===== src/rtl/ifid_pkg.sv =====
// Shared constants for the IF/ID stage: instruction field ranges, register-0 index
// and the default squash word.
package ifid_pkg;

    localparam logic [31:0] NOP_WORD_DEFAULT = 32'h0000_0000;

    localparam int OP_MSB = 31;
    localparam int OP_LSB = 26;
    localparam int RS_MSB = 25;
    localparam int RS_LSB = 21;
    localparam int RT_MSB = 20;
    localparam int RT_LSB = 16;

    localparam int          REG_W    = 5;
    localparam logic [4:0]  REG_ZERO = 5'd0;

    function automatic logic [5:0] opcode_of(input logic [31:0] word);
        return word[OP_MSB:OP_LSB];
    endfunction

endpackage


===== src/rtl/ifid_hazard_detect.sv =====
// Load-use hazard detector: the instruction in ID reads the register that the load
// currently in EX will write. Purely combinational.
module ifid_hazard_detect
    import ifid_pkg::*;
(
    input  logic             id_valid,
    input  logic [REG_W-1:0] rs,
    input  logic [REG_W-1:0] rt,
    input  logic             ex_mem_read,
    input  logic [REG_W-1:0] ex_rt,
    output logic             hazard
);

    // Register 0 is hard-wired, so a load targeting it never creates a dependency.
    assign hazard = id_valid & ex_mem_read & (ex_rt != REG_ZERO)
                  & ((ex_rt == rs) | (ex_rt == rt));

endmodule


===== src/rtl/ifid_stage.sv =====
// IF/ID pipeline register with load-use stall, flush squash and stall/bubble control.
// Optional saturating performance counters are enabled by defining IFID_PERF_CNT_EN.
module ifid_stage
    import ifid_pkg::*;
#(
    parameter logic [31:0] NOP_WORD = NOP_WORD_DEFAULT,
    parameter int          CNT_W    = 16
) (
    input  logic             clk,
    input  logic             rst_n,
    input  logic [31:0]      if_instruction,
    input  logic [31:0]      if_pcplus4,
    input  logic             ex_mem_read,
    input  logic [4:0]       ex_rt,
    input  logic             flush,
    input  logic             ext_stall,
    output logic [31:0]      id_instruction,
    output logic [31:0]      id_pcplus4,
    output logic             id_valid,
    output logic             pc_write,
    output logic             id_bubble,
    output logic [CNT_W-1:0] stall_count,
    output logic [CNT_W-1:0] flush_count
);

    logic [31:0] id_instruction_reg;
    logic [31:0] id_pcplus4_reg;
    logic        id_valid_reg;
    logic        hazard;

    ifid_hazard_detect u_hazard (
        .id_valid    (id_valid_reg),
        .rs          (id_instruction_reg[RS_MSB:RS_LSB]),
        .rt          (id_instruction_reg[RT_MSB:RT_LSB]),
        .ex_mem_read (ex_mem_read),
        .ex_rt       (ex_rt),
        .hazard      (hazard)
    );

    // Flush outranks both stall sources so a redirect is never dropped.
    always_ff @(posedge clk or negedge rst_n) begin
        if (!rst_n) begin
            id_instruction_reg <= NOP_WORD;
            id_pcplus4_reg     <= 32'd0;
            id_valid_reg       <= 1'b0;
        end else if (flush) begin
            id_instruction_reg <= NOP_WORD;
            id_pcplus4_reg     <= 32'd0;
            id_valid_reg       <= 1'b0;
        end else if (!(ext_stall | hazard)) begin
            id_instruction_reg <= if_instruction;
            id_pcplus4_reg     <= if_pcplus4;
            id_valid_reg       <= 1'b1;
        end
    end

    assign id_instruction = id_instruction_reg;
    assign id_pcplus4     = id_pcplus4_reg;
    assign id_valid       = id_valid_reg;

    // No bubble under ext_stall: ID/EX is frozen too, the hazard re-evaluates on release.
    assign pc_write  = flush | ~(ext_stall | hazard);
    assign id_bubble = flush | (hazard & ~ext_stall);

`ifdef IFID_PERF_CNT_EN
    logic [1:0]       cnt_event;
    logic [CNT_W-1:0] cnt_value [2];

    assign cnt_event[0] = hazard & ~ext_stall & ~flush;
    assign cnt_event[1] = flush;

    generate
        for (genvar gi = 0; gi < 2; gi++) begin : g_cnt
            logic [CNT_W-1:0] cnt_reg;

            always_ff @(posedge clk or negedge rst_n) begin
                if (!rst_n) begin
                    cnt_reg <= '0;
                end else if (cnt_event[gi] && (cnt_reg != {CNT_W{1'b1}})) begin
                    cnt_reg <= cnt_reg + CNT_W'(1);
                end
            end

            assign cnt_value[gi] = cnt_reg;
        end
    endgenerate

    assign stall_count = cnt_value[0];
    assign flush_count = cnt_value[1];
`else
    assign stall_count = '0;
    assign flush_count = '0;
`endif

endmodule

===== config.mk =====
export PLATFORM = sky130hd
export DESIGN_NAME = ifid_stage
export DESIGN_NICKNAME = d
export VERILOG_FILES = /design/src/rtl/ifid_pkg.sv /design/src/rtl/ifid_hazard_detect.sv /design/src/rtl/ifid_stage.sv
export SDC_FILE = /design/constraint.sdc
export NUM_CORES = 1
export LEC_CHECK = 0
export BUFFER_PORTS_ARGS = -buffer_cell sky130_fd_sc_hd__buf_2
export CAP_MARGIN = 20
export CORE_UTILIZATION = 35
export DETAILED_ROUTE_END_ITERATION = 7
export GPL_TIMING_DRIVEN = 0
export MAX_ROUTING_LAYER = met4
export PLACE_DENSITY = 0.75
export SYNTH_ARGS = -nofsm -noshare
export SYNTH_HDL_FRONTEND = slang
export SYNTH_HIERARCHICAL = 1
export SYNTH_SLANG_ARGS = --single-unit

===== constraint.sdc =====
create_clock -name clk -period 4.6 [get_ports clk]
set_input_delay 0.92 -clock clk [delete_from_list [all_inputs] [get_ports clk]]
set_output_delay 0.92 -clock clk [all_outputs]
set_load 0.05 [all_outputs]

==> results of run 1 <==
==> cells in the mapped netlist (all sizes together) <==
cell and n:
a21o 1, a21oi 65, xor2 6, or4 1, o21ba 1, nor3 2, nand3 2, o211ai 1
o21ai 64, xnor2 4, or2 1, conb 1, inv 1, nor2 1, dfrtp 65, buf 45
clkbuf 22, or3b 64
==> where the power goes <==
part,internal [mW],leakage (nW),switching [mW]
logic,0.107,1.40,0.261
registers,0.602,0.866,0.0173
clock network,0.278,0.0957,0.215
==> placed cells by master, fill, tap and decap left out, types with 2 or more instances in the layout <==
master                     synthesis  routed
sky130_fd_sc_hd__clkbuf_8          1      12
sky130_fd_sc_hd__conb_1            1      32
sky130_fd_sc_hd__a21oi_1          65      65
sky130_fd_sc_hd__buf_2             7     144
sky130_fd_sc_hd__nor3_1            2       2
sky130_fd_sc_hd__buf_4            32      33
sky130_fd_sc_hd__buf_6             5       5
sky130_fd_sc_hd__or3b_1           64      64
sky130_fd_sc_hd__xnor2_1           4       4
sky130_fd_sc_hd__nand3_1           2       2
sky130_fd_sc_hd__clkbuf_1         21      23
sky130_fd_sc_hd__xor2_1            6       6
sky130_fd_sc_hd__dfrtp_1          65      65
sky130_fd_sc_hd__o21ai_0          64      64
==> final cells by class <==
cell class	count	area (um2)
inverters	1	3.75
well taps	129	161
plain buffers	67	428
repair buffers	138	693
clock inverters	2	37.5
fillers	940	4780
clock buffers	13	159
flip-flops and latches	65	1630
multi-input cells	245	1480
==> through the flow <==
step           setup WS (ns)  total power, mW  std cells  hold slack, ns
2_1_floorplan           1.42            0.901        378           0.624
3_3_place_gp            1.01            0.994        645           0.525
3_5_place_dp           0.995            0.999        645           0.530
4_1_cts                0.985             1.49        660           0.540
5_1_grt                0.879             1.55        660           0.570
6_report               0.980             1.48        660           0.541
==> routing by layer <==
metal | GRT usage (%) | share of wire, % | up-vias | routed length, um
met3 | 4.02 | 5.1 | 9 | 449
met1 | 22.3 | 44 | 1456 | 3950
met5 | - | 0 | - | 0
met2 | 30.2 | 49 | 107 | 4380
li1 | - | - | 1525 | -
met4 | 5.02 | 1.1 | 0 | 100
==> worst max-delay path: cells and delay by family <==
family          cells  cell delay [ns]
simple gates        4             0.69
compound gates      1             0.32
xor+xnor            1             0.16
buf+inv             3             0.61
==> cell families (layout without fill, tap and decap cells) <==
kind of cell	after synthesis	count (layout)	share of synthesized area (%)
AO/OA/AOI/OAI	132	132	19.7
XOR/XNOR	10	10	2.56
buffers and inverters	68	221	12.6
flip-flops	65	65	47.5
other	1	32	0.110
AND/OR/NAND/NOR	71	71	17.5
==> path summary, 6_finish.rpt <==
| kind | from | to | slack (ns) | cells past startpoint |
|---|---|---|---|---|
| setup reg to reg | id_instruction[21]$_DFFE_PN0P_ | id_pcplus4[20]$_DFFE_PN0P_ | 2.43 | 8 |
| setup / recovery | ex_rt[2] | pc_write | 0.98 | 9 |
| min in group asynchronous | rst_n | id_instruction[25]$_DFFE_PN0P_ | 0.69 | 1 |
| hold reg to reg | id_pcplus4[29]$_DFFE_PN0P_ | id_pcplus4[29]$_DFFE_PN0P_ | 0.54 | 2 |
| max in group asynchronous | rst_n | id_pcplus4[23]$_DFFE_PN0P_ | 3.38 | 1 |
| hold / removal | id_pcplus4[29]$_DFFE_PN0P_ | id_pcplus4[29]$_DFFE_PN0P_ | 0.54 | 2 |
==> metrics.log, run 1 <==
[metrics] cell type with the highest aggregate area in the netlist: sky130_fd_sc_hd__dfrtp_1
[metrics] # setup viols final: 0
[metrics] area fraction of the dominant cell type after synthesis: 47.5%
[metrics] synthesized cell area: 0.00342 mm2
[metrics] starting DRC count in detailed routing: 68
[metrics] CTS H-tree depth: 3
[metrics] post-route fraction of the period consumed by the critical path: 78.7%
[metrics] post-placement cell area: 0.00439 mm2
[metrics] WP data arrival: 2.70 ns
[metrics] max capacitance violation total: 0
[metrics] Avg Synthesized Cell Area: 9.87 um2
[metrics] Area Growth Syn to Fin: 34.1%
[metrics] total negative setup slack: 0 ns
[metrics] quantity of gates resized following cts: 0
[metrics] total wire length after detailed routing: 8880 um
[metrics] Post-CTS Setup Bufs: 0
[metrics] clock network latency to the later pin of the worst-skew pair: 0.33 ns
[metrics] number of placement rows: 35
[metrics] total clock buffers created by CTS: 9
[metrics] Core Box Area: 0.00937 mm2
[metrics] clock sink count: 65
[metrics] cts-stage hold buffer count: 0
[metrics] number of buffers between clock root and the deepest sink: 2
[metrics] final hold violations: 0
[metrics] full die area: 0.0102 mm2
[metrics] Power Density: 322 mW/mm2
[metrics] fraction of final layout cells with drive strength greater than 1: 37.5%
[metrics] clock tree from TritonCTS: done
[metrics] maximum vdd drop: 0.000180 V
[metrics] horizontal die dimension: 101 um
[metrics] Relative slew margins: 45.6%
[metrics] number of instances in the synthesized netlist: 347
[metrics] final std cell area, no fill: 0.00459 mm2
[metrics] number of buffers added on ports: 138
[metrics] post-CTS clock slew at the launch and capture registers of the worst setup and hold paths: 0.07 ns
[metrics] top cells by area in the synthesized netlist: sky130_fd_sc_hd__dfrtp_1 (48%), sky130_fd_sc_hd__or3b_1 (16%), sky130_fd_sc_hd__a21oi_1 (9.5%)
[metrics] part of the Yosys area used for sequential elements: 47.5%
[metrics] fin. max-slew vios: 0
[metrics] Period minus WS final: 3.62 ns
[metrics] number of warnings printed during yosys synthesis: 6
[metrics] Worst setup EP type: primary output
[metrics] CP Data Required Time: 3.68 ns
[metrics] Worst-Margin Slew: 0.817 ns
[metrics] DRC violation count after routing: 0
[metrics] number of distinct standard cells referenced by the synthesized netlist: 22
[metrics] post-detail-place hpwl: 6510 um
[metrics] status: completed
[metrics] critical path's largest stage delay: 0.32 ns
[metrics] mean number of vias per cell: 4.69
[metrics] type of the most critical hold path: reg2reg
[metrics] Max Clock Freq: 276 MHz
[metrics] startpoint type of the worst setup path: input pin
[metrics] initial core utilization: 36.5%
[metrics] kind of critical path: in2out
[metrics] Overflow after GRT: 0
[metrics] setup repair after global routing missed its margin: false
[metrics] Leakage: 2.37 nW
[metrics] die height: 101 um
[metrics] peak fanout along the critical path: 10
[metrics] Clk Tree Root Cell: sky130_fd_sc_hd__clkbuf_8
[metrics] Total Nets Final: 601
[metrics] remaining antenna violation count: 0
[metrics] Detailed Routing Iterations Pass 1: 4
[metrics] total I/O pin count: 173
[metrics] mean routed wirelength per cell: 13.5 um
[metrics] number of antenna violations at the first check in global routing: 0
[metrics] diode count: 0
[metrics] RD Place Congestion: 0.767
[metrics] chain of cells forming the critical path: buf_2, xor2_1, nor3_1, nand3_1, a21oi_1, buf_2, nor2_1, or2_2, buf_2
[metrics] via count of the routed design: 3097
[metrics] cell seen most often among critical-path stages: sky130_fd_sc_hd__buf_2
[metrics] final setup skew: 0.0167 ns
[metrics] vias in the first global route: 2983
[metrics] overall routing resource usage: 18.2%
[metrics] Finished Core Util: 49.0%
[metrics] maximum number of pins on one net before global-route repair: 66
[metrics] first-pass GRT wire length: 14100 um
[metrics] total of flip-flops plus latches after synthesis: 65
[metrics] highest-delay cell along the critical path: sky130_fd_sc_hd__a21oi_1
Note: power is estimated with default switching activity, not from simulation.
==> run 2: changes to the inputs <==
Settings changed: ABC_AREA from default to 1, PLACE_DENSITY 0.75 to 0.77.
Clock period 4.6 ns to 3.25 ns, I/O delays scaled along.
==> run 2 against run 1 <==
Global-route usage shrank 1.2 points. Sequential power grew 44%. Hold slack got worse by 0.14 ns. Final cell count rose by 4.8%. Synthesized area is 2.4% higher. Sequential cell count is the same. Worst setup slack worse by 0.37 ns. Clock-buffer cell count shrank 2. Core utilization shrank 0.64 points. Combinational power rose by 57%. Die area increased by 2.4%. Critical path type unchanged. Critical endpoint unchanged. Highest routed layer unchanged.
==> metrics.log, run 2 <==
[metrics] status: completed
[metrics] Max Clock Freq: 379 MHz
[metrics] number of enable flip-flop cells after synthesis: 0 (unchanged)
[metrics] proportion of synthesized flip-flops having asynchronous set or reset: 100% (unchanged)
[metrics] Clk Tree Root Cell: sky130_fd_sc_hd__clkbuf_8
[metrics] number of distinct standard cells referenced by the synthesized netlist: 21 (-4.5%)
[metrics] synthesized cell area: 0.00351 mm2 (+2.4%)
[metrics] final setup skew: 0.0132 ns (-0.00349 ns)
[metrics] post-route fraction of the period consumed by the critical path: 81.2%
[metrics] Period minus WS final: 2.64 ns
[metrics] full die area: 0.0104 mm2 (+2.4%)
[metrics] final std cell area, no fill: 0.00470 mm2 (+2.5%)
[metrics] final hold violations: 0 (unchanged)
[metrics] Avg Synthesized Cell Area: 9.42 um2 (-4.5%)
[metrics] setup slack, reg-to-reg: 1.63 ns (-0.80 ns)
[metrics] total I/O pin count: 173 (unchanged)
[metrics] WP data arrival: 1.99 ns (-0.71 ns)
[metrics] first-pass GRT wire length: 13100 um (-7.4%)
[metrics] quantity of gates resized following cts: 0 (unchanged)
[metrics] filler cell count in the final layout: 974 (+3.6%)
[metrics] Detailed Routing Iterations Pass 1: 5 (+1)
[metrics] post-placement cell area: 0.00449 mm2 (+2.2%)
[metrics] Total Nets Final: 628 (+4.5%)
[metrics] max capacitance violation total: 0 (unchanged)
[metrics] total negative setup slack: 0 ns (unchanged)
[metrics] number of antenna violations at the first check in global routing: 0 (unchanged)
[metrics] Leakage: 2.69 nW (+14%)
[metrics] number of buffers between clock root and the deepest sink: 2 (unchanged)
[metrics] fraction of final layout cells with drive strength greater than 1: 48.7% (+11 points)
[metrics] die height: 102 um (+1.2%)
[metrics] least setup slack across all paths after layout: 0.611 ns (-0.369 ns)
[metrics] number of warnings printed during yosys synthesis: 6 (unchanged)
[metrics] Worst setup EP type: primary output
[metrics] total of flip-flops plus latches after synthesis: 65 (unchanged)
[metrics] number of placement rows: 36 (+2.9%)
[metrics] mean routed wirelength per cell: 12.3 um (-8.5%)
[metrics] number of buffers added on ports: 140 (+1.4%)
[metrics] highest-delay cell along the critical path: sky130_fd_sc_hd__buf_2
[metrics] cts-stage hold buffer count: 0 (unchanged)
[metrics] chain of cells forming the critical path: buf_2, nor2_1, nor2_1, nor2_1, nand3_1, a21oi_2, inv_1, nand2_4, buf_2, nand2_1, buf_2
[metrics] remaining antenna violation count: 0 (unchanged)
[metrics] CP Data Required Time: 2.60 ns (-1.08 ns)
[metrics] area fraction of the dominant cell type after synthesis: 46.4% (-1.1 points)
[metrics] Overflow after GRT: 0 (unchanged)
[metrics] diode count: 0 (unchanged)
[metrics] most used cells in the layout excluding fill and tap cells: sky130_fd_sc_hd__buf_2 (146), sky130_fd_sc_hd__nand3_1 (81), sky130_fd_sc_hd__nand2_1 (80), sky130_fd_sc_hd__dfrtp_1 (65), sky130_fd_sc_hd__nand3_2 (50)
[metrics] commonest cells in the synthesized netlist: sky130_fd_sc_hd__nand3_1 (81), sky130_fd_sc_hd__nand2_1 (80), sky130_fd_sc_hd__dfrtp_1 (65)
[metrics] # setup viols final: 0 (unchanged)
[metrics] maximum vdd drop: 0.000188 V (+4.1%)
[metrics] horizontal die dimension: 102 um (+1.2%)
[metrics] Core Box Area: 0.00973 mm2 (+3.8%)
[metrics] mean number of vias per cell: 4.47 (-4.8%)
[metrics] maximum number of pins on one net before global-route repair: 66 (unchanged)
[metrics] most frequent cell after synthesis: sky130_fd_sc_hd__nand3_1
[metrics] setup repair after global routing missed its margin: false
[metrics] post-CTS clock slew at the launch and capture registers of the worst setup and hold paths: 0.08 ns (about the same)
[metrics] top cells by area in the synthesized netlist: sky130_fd_sc_hd__dfrtp_1 (46%), sky130_fd_sc_hd__nand3_2 (14%), sky130_fd_sc_hd__nand3_1 (12%)
[metrics] kind of critical path: in2out
[metrics] clock sink count: 65 (unchanged)
[metrics] CTS H-tree depth: 3 (unchanged)
[metrics] Post-CTS Setup Bufs: 0 (unchanged)
[metrics] Area Growth Syn to Fin: 34.2% (about the same)
[metrics] critical path's largest stage delay: 0.22 ns (-0.10 ns)
[metrics] Top FF cell, synth: sky130_fd_sc_hd__dfrtp_1
[metrics] overall routing resource usage: 17.0% (-1.2 points)
[metrics] area of all sequential standard cells: 0.00163 mm2 (unchanged)
[metrics] leading cell type in the layout, fill and taps excluded: sky130_fd_sc_hd__buf_2
[metrics] post-placement worst setup slack: 0.610 ns (-0.385 ns)
[metrics] total clock buffers created by CTS: 9 (unchanged)
[metrics] peak fanout along the critical path: 10 (unchanged)
[metrics] part of the Yosys area used for sequential elements: 46.4% (-1.1 points)
[metrics] clock network latency to the later pin of the worst-skew pair: 0.34 ns (about the same)
[metrics] Worst-Margin Slew: 0.806 ns (-0.0101 ns)
[metrics] initial core utilization: 36.0% (-0.49 points)
[metrics] Power Density: 471 mW/mm2 (+46%)
[metrics] post-detail-place hpwl: 6420 um (-1.5%)
[metrics] cell type with the highest aggregate area in the netlist: sky130_fd_sc_hd__dfrtp_1
[metrics] combined area of the multi-input logic cells: 0.00145 mm2 (-2.4%)
[metrics] number of instances in the synthesized netlist: 372 (+7.2%)
[metrics] Relative slew margins: 46.2% (+0.68 points)
[metrics] total wire length after detailed routing: 8520 um (-4.0%)
[metrics] starting DRC count in detailed routing: 68 (unchanged)
[metrics] RD Place Congestion: 0.816 (+6.4%)
[metrics] via count of the routed design: 3092 (-0.16%)
[metrics] startpoint type of the worst setup path: input pin
[metrics] DRC violation count after routing: 0 (unchanged)
[metrics] fin. max-slew vios: 0 (unchanged)
[metrics] type of the most critical hold path: in2async
[metrics] clock tree from TritonCTS: done
[metrics] vias in the first global route: 2835 (-5.0%)
-- run 2: cell types whose count changed in the layout (fill, tap and decap cells not counted), sizes merged, moves of 2 or more --
| cell | previous run | this run |
|---|---|---|
| a21oi | 65 | 1 |
| buf | 183 | 198 |
| clkbuf | 35 | 13 |
| inv | 1 | 14 |
| nand2 | 0 | 83 |
| nand3 | 2 | 131 |
| nor2 | 1 | 12 |
| nor3 | 2 | 0 |
| o21ai | 64 | 1 |
| or3b | 64 | 0 |
| xnor2 | 4 | 2 |
| xor2 | 6 | 1 |
-- run 2: layout make-up --
cell class,instances,share of cell area (%)
clock buffers,11,2.79
flip-flops and latches,65,34.6
repair buffers,140,15.0
clock inverters,5,1.70
multi-input cells,264,30.8
well taps,133,3.54
plain buffers,60,10.6
inverters,14,1.12
-- run 2: worst max-delay path, delay by kind of cell --
family / cells / cell delay, ns
buffers and inverters: 4 / 0.66
AND/OR/NAND/NOR: 6 / 0.50
AO/OA/AOI/OAI: 1 / 0.17
-- run 2: worst paths after layout --
path / start / endpoint / cells past startpoint
max reg2reg: id_instruction[20]$_DFFE_PN0P_ / id_instruction[4]$_DFFE_PN0P_ / 11
max: ex_rt[3] / pc_write / 11
min: rst_n / id_instruction[6]$_DFFE_PN0P_ / 1
min in group clk: flush / id_valid$_DFFE_PN0P_ / 2
min reg2reg: id_instruction[8]$_DFFE_PN0P_ / id_instruction[8]$_DFFE_PN0P_ / 2
max in group asynchronous: rst_n / id_pcplus4[20]$_DFFE_PN0P_ / 1
-- run 2: metrics by stage --
stage | hold slack (ns) | util [%] | instances | power, mW
2_1_floorplan | 0.354 | - | 403 | 1.33
3_3_place_gp | 0.484 | 46.1 | 676 | 1.48
3_5_place_dp | 0.488 | 46.2 | 676 | 1.49
4_1_cts | 0.420 | 48.3 | 692 | 2.24
5_1_grt | 0.454 | 48.3 | 692 | 2.32
6_report | 0.402 | 48.3 | 692 | 2.22
-- run 2: metal layers --
| layer | part of all wire, % | vias to the layer above | track usage [%] |
|---|---|---|---|
| li1 | - | 1521 | - |
| met1 | 44 | 1436 | 20.2 |
| met2 | 48 | 125 | 27.7 |
| met3 | 6.6 | 10 | 3.90 |
| met4 | 0.80 | 0 | 7.03 |
| met5 | 0 | - | - |
-- run 2: kinds of logic after synthesis --
| family | share of synthesized area (%) |
|---|---|
| other | 0.107 |
| flip-flops | 46.4 |
| AND/OR/NAND/NOR | 36.7 |
| buffers and inverters | 15.7 |
| AO/OA/AOI/OAI | 0.392 |
| XOR/XNOR | 0.750 |
-- run 2: power by group --
group          switching [mW]  internal [mW]
Clock                   0.317          0.431
Sequential             0.0362          0.855
Combinational           0.416          0.161
Total                   0.769           1.45
==> run 3: changes to the inputs <==
Clock period 3.25 ns to 2.4 ns, I/O delays scaled along.
==> run 3 against run 2 <==
Sequential share of layout area increased by 0.30 points. Sequential cell count unchanged. Clock-buffer cell count increased by 1. Core utilization decreased by 0.41 points. Power increased by 25%. Global-route usage increased by 0.11 points. Clock skew decreased by 0.0031 ns. Critical endpoint unchanged. Largest cell class unchanged.
==> metrics.log, run 3 (synthesis gave the netlist of run 2 again) <==
[metrics] via count of the routed design: 3091 (-0.032%)
[metrics] remaining antenna violation count: 0 (unchanged)
[metrics] total I/O pin count: 173 (unchanged)
[metrics] post-route fraction of the period consumed by the critical path: 94.5%
[metrics] Detailed Routing Iterations Pass 1: 4 (-1)
[metrics] final hold violations: 0 (unchanged)
[metrics] maximum vdd drop: 0.000263 V (+40%)
[metrics] number of placement rows: 36 (unchanged)
[metrics] overall routing resource usage: 17.1% (+0.11 points)
[metrics] total wire length after detailed routing: 8620 um (+1.1%)
[metrics] status: completed
[metrics] final setup skew: 0.0101 ns (-0.00307 ns)
[metrics] critical path's largest stage delay: 0.42 ns (+0.20 ns)
[metrics] max capacitance violation total: 0 (unchanged)
[metrics] Worst setup EP type: primary output
[metrics] kind of critical path: reg2out
[metrics] peak fanout along the critical path: 4 (-6)
[metrics] diode count: 0 (unchanged)
[metrics] post-placement worst setup slack: 0.0446 ns (-0.565 ns)
[metrics] CP Data Required Time: 1.92 ns (-0.68 ns)
[metrics] Power Density: 594 mW/mm2 (+26%)
[metrics] type of the most critical hold path: in2async
[metrics] WP data arrival: 1.79 ns (-0.20 ns)
[metrics] setup repair after global routing missed its margin: false
[metrics] Max Clock Freq: 441 MHz
[metrics] most used cells in the layout excluding fill and tap cells: sky130_fd_sc_hd__buf_2 (144), sky130_fd_sc_hd__nand3_1 (81), sky130_fd_sc_hd__nand2_1 (80), sky130_fd_sc_hd__dfrtp_1 (65), sky130_fd_sc_hd__nand3_2 (50)
[metrics] combined area of the multi-input logic cells: 0.00145 mm2 (+0.26%)
[metrics] mean number of vias per cell: 4.46 (-0.18%)
[metrics] leading cell type in the layout, fill and taps excluded: sky130_fd_sc_hd__buf_2
[metrics] Total Nets Final: 629 (+0.16%)
[metrics] post-CTS clock slew at the launch and capture registers of the worst setup and hold paths: 0.07 ns (about the same)
[metrics] die height: 102 um (unchanged)
[metrics] number of buffers between clock root and the deepest sink: 2 (unchanged)
[metrics] number of antenna violations at the first check in global routing: 0 (unchanged)
[metrics] full die area: 0.0104 mm2 (unchanged)
[metrics] clock sink count: 65 (unchanged)
[metrics] Core Box Area: 0.00973 mm2 (unchanged)
[metrics] Area Growth Syn to Fin: 33.0%
[metrics] filler cell count in the final layout: 975 (+0.10%)
[metrics] least setup slack across all paths after layout: 0.132 ns (-0.480 ns)
[metrics] DRC violation count after routing: 0 (unchanged)
[metrics] Clk Tree Root Cell: sky130_fd_sc_hd__clkbuf_8
[metrics] first-pass GRT wire length: 13200 um (+0.84%)
[metrics] initial core utilization: 36.0% (unchanged)
[metrics] post-detail-place hpwl: 6450 um (+0.42%)
[metrics] Leakage: 2.69 nW (-0.27%)
[metrics] Period minus WS final: 2.27 ns
[metrics] area of all sequential standard cells: 0.00163 mm2 (unchanged)
[metrics] fraction of final layout cells with drive strength greater than 1: 48.8% (+0.092 points)
[metrics] vias in the first global route: 2783 (-1.8%)
[metrics] number of buffers added on ports: 140 (unchanged)
[metrics] CTS H-tree depth: 3 (unchanged)
[metrics] # setup viols final: 0 (unchanged)
[metrics] Worst-Margin Slew: 0.834 ns (+0.0278 ns)
[metrics] highest-delay cell along the critical path: sky130_fd_sc_hd__dfrtp_1
[metrics] total negative setup slack: 0 ns (unchanged)
[metrics] clock network latency to the later pin of the worst-skew pair: 0.34 ns (about the same)
[metrics] starting DRC count in detailed routing: 51 (-25%)
[metrics] fin. max-slew vios: 0 (unchanged)
[metrics] maximum number of pins on one net before global-route repair: 66 (unchanged)
[metrics] chain of cells forming the critical path: inv_1, nand2_1, nand2_2, nor2_2, nand3_1, a21oi_2, inv_1, nand2_4, nand2_1, buf_2
[metrics] Relative slew margins: 44.4% (-1.9 points)
[metrics] horizontal die dimension: 102 um (unchanged)
[metrics] cts-stage hold buffer count: 0 (unchanged)
[metrics] clock tree from TritonCTS: done
[metrics] total clock buffers created by CTS: 9 (unchanged)
[metrics] mean routed wirelength per cell: 12.4 um (+0.96%)
[metrics] startpoint type of the worst setup path: flop
[metrics] Overflow after GRT: 0 (unchanged)
[metrics] RD Place Congestion: 0.805 (-1.4%)
==> run 3: cell types whose count changed in the layout (fill, tap and decap cells not counted), sizes merged <==
| cell | delta |
|---|---|
| buf | +1 |
| bufinv | -2 |
| clkbuf | +1 |
| clkinv | +3 |
| clkinvlp | -2 |
==> run 3: stage by stage <==
step	hold WS (ns)	utilization (%)	area (um2)	power (mW)	cells
final	0.241	47.9	4660	2.77	693
after global routing	0.302	47.9	4660	2.91	693
after CTS	0.262	47.8	4650	2.81	692
after detailed placement	0.483	46.2	4500	2.02	676
after global placement	0.484	46.2	4490	2.00	676
after floorplan	0.184	-	3630	1.81	403
==> run 3: path summary, 6_finish.rpt <==
check | slack [ns] | end | depth (start not counted) | start
max reg2reg | 0.53 | id_instruction[24]$_DFFE_PN0P_ | 13 | id_instruction[20]$_DFFE_PN0P_
max in group asynchronous | 1.62 | id_pcplus4[7]$_DFFE_PN0P_ | 1 | rst_n
min | 0.24 | id_pcplus4[25]$_DFFE_PN0P_ | 1 | rst_n
min reg2reg | 0.50 | id_instruction[15]$_DFFE_PN0P_ | 2 | id_instruction[15]$_DFFE_PN0P_
max | 0.13 | pc_write | 10 | id_instruction[20]$_DFFE_PN0P_
min in group clk | 0.33 | id_valid$_DFFE_PN0P_ | 2 | flush
==> run 3: area by class of cell <==
class | instances | share of cell area (%)
multi-input combinational | 264 | 31.1
clock buffer | 12 | 2.90
tap | 133 | 3.57
inverter | 14 | 1.13
clock inverter | 4 | 0.429
buffer | 59 | 10.5
timing repair buffer | 142 | 15.5
sequential | 65 | 34.9
==> run 3: routing by layer <==
metal  up-vias  global-route usage, %  share of wire [%]
li1       1526                      -                  -
met1      1444                   20.7                 45
met2       113                   27.4                 48
met3         8                   3.83                6.5
met4         0                   7.36               0.99
met5         -                      -                  0
==> run 3: power by group <==
| part | switching (mW) | internal [mW] |
|---|---|---|
| clock | 0.409 | 0.369 |
| combinational | 0.566 | 0.221 |
| sequential | 0.0477 | 1.16 |
| total | 1.02 | 1.75 |
==> run 3: timing repair <==
item | 4_1_cts | 5_1_grt
buffers inserted | 1 | 1
gates resized for setup | 0 | 2
endpoints found under the setup margin | 1 | 2
pin swaps | 1 | 0
gates cloned | 0 | 0
==> run 3: worst max-delay path, delay by kind of cell, from the launching register on <==
kind,cells,cell delay [ns]
buffers and inverters,3,0.39
and+or+nand+nor,6,0.47
AOI/OAI and AO/OA,1,0.19
DFF,1,0.42
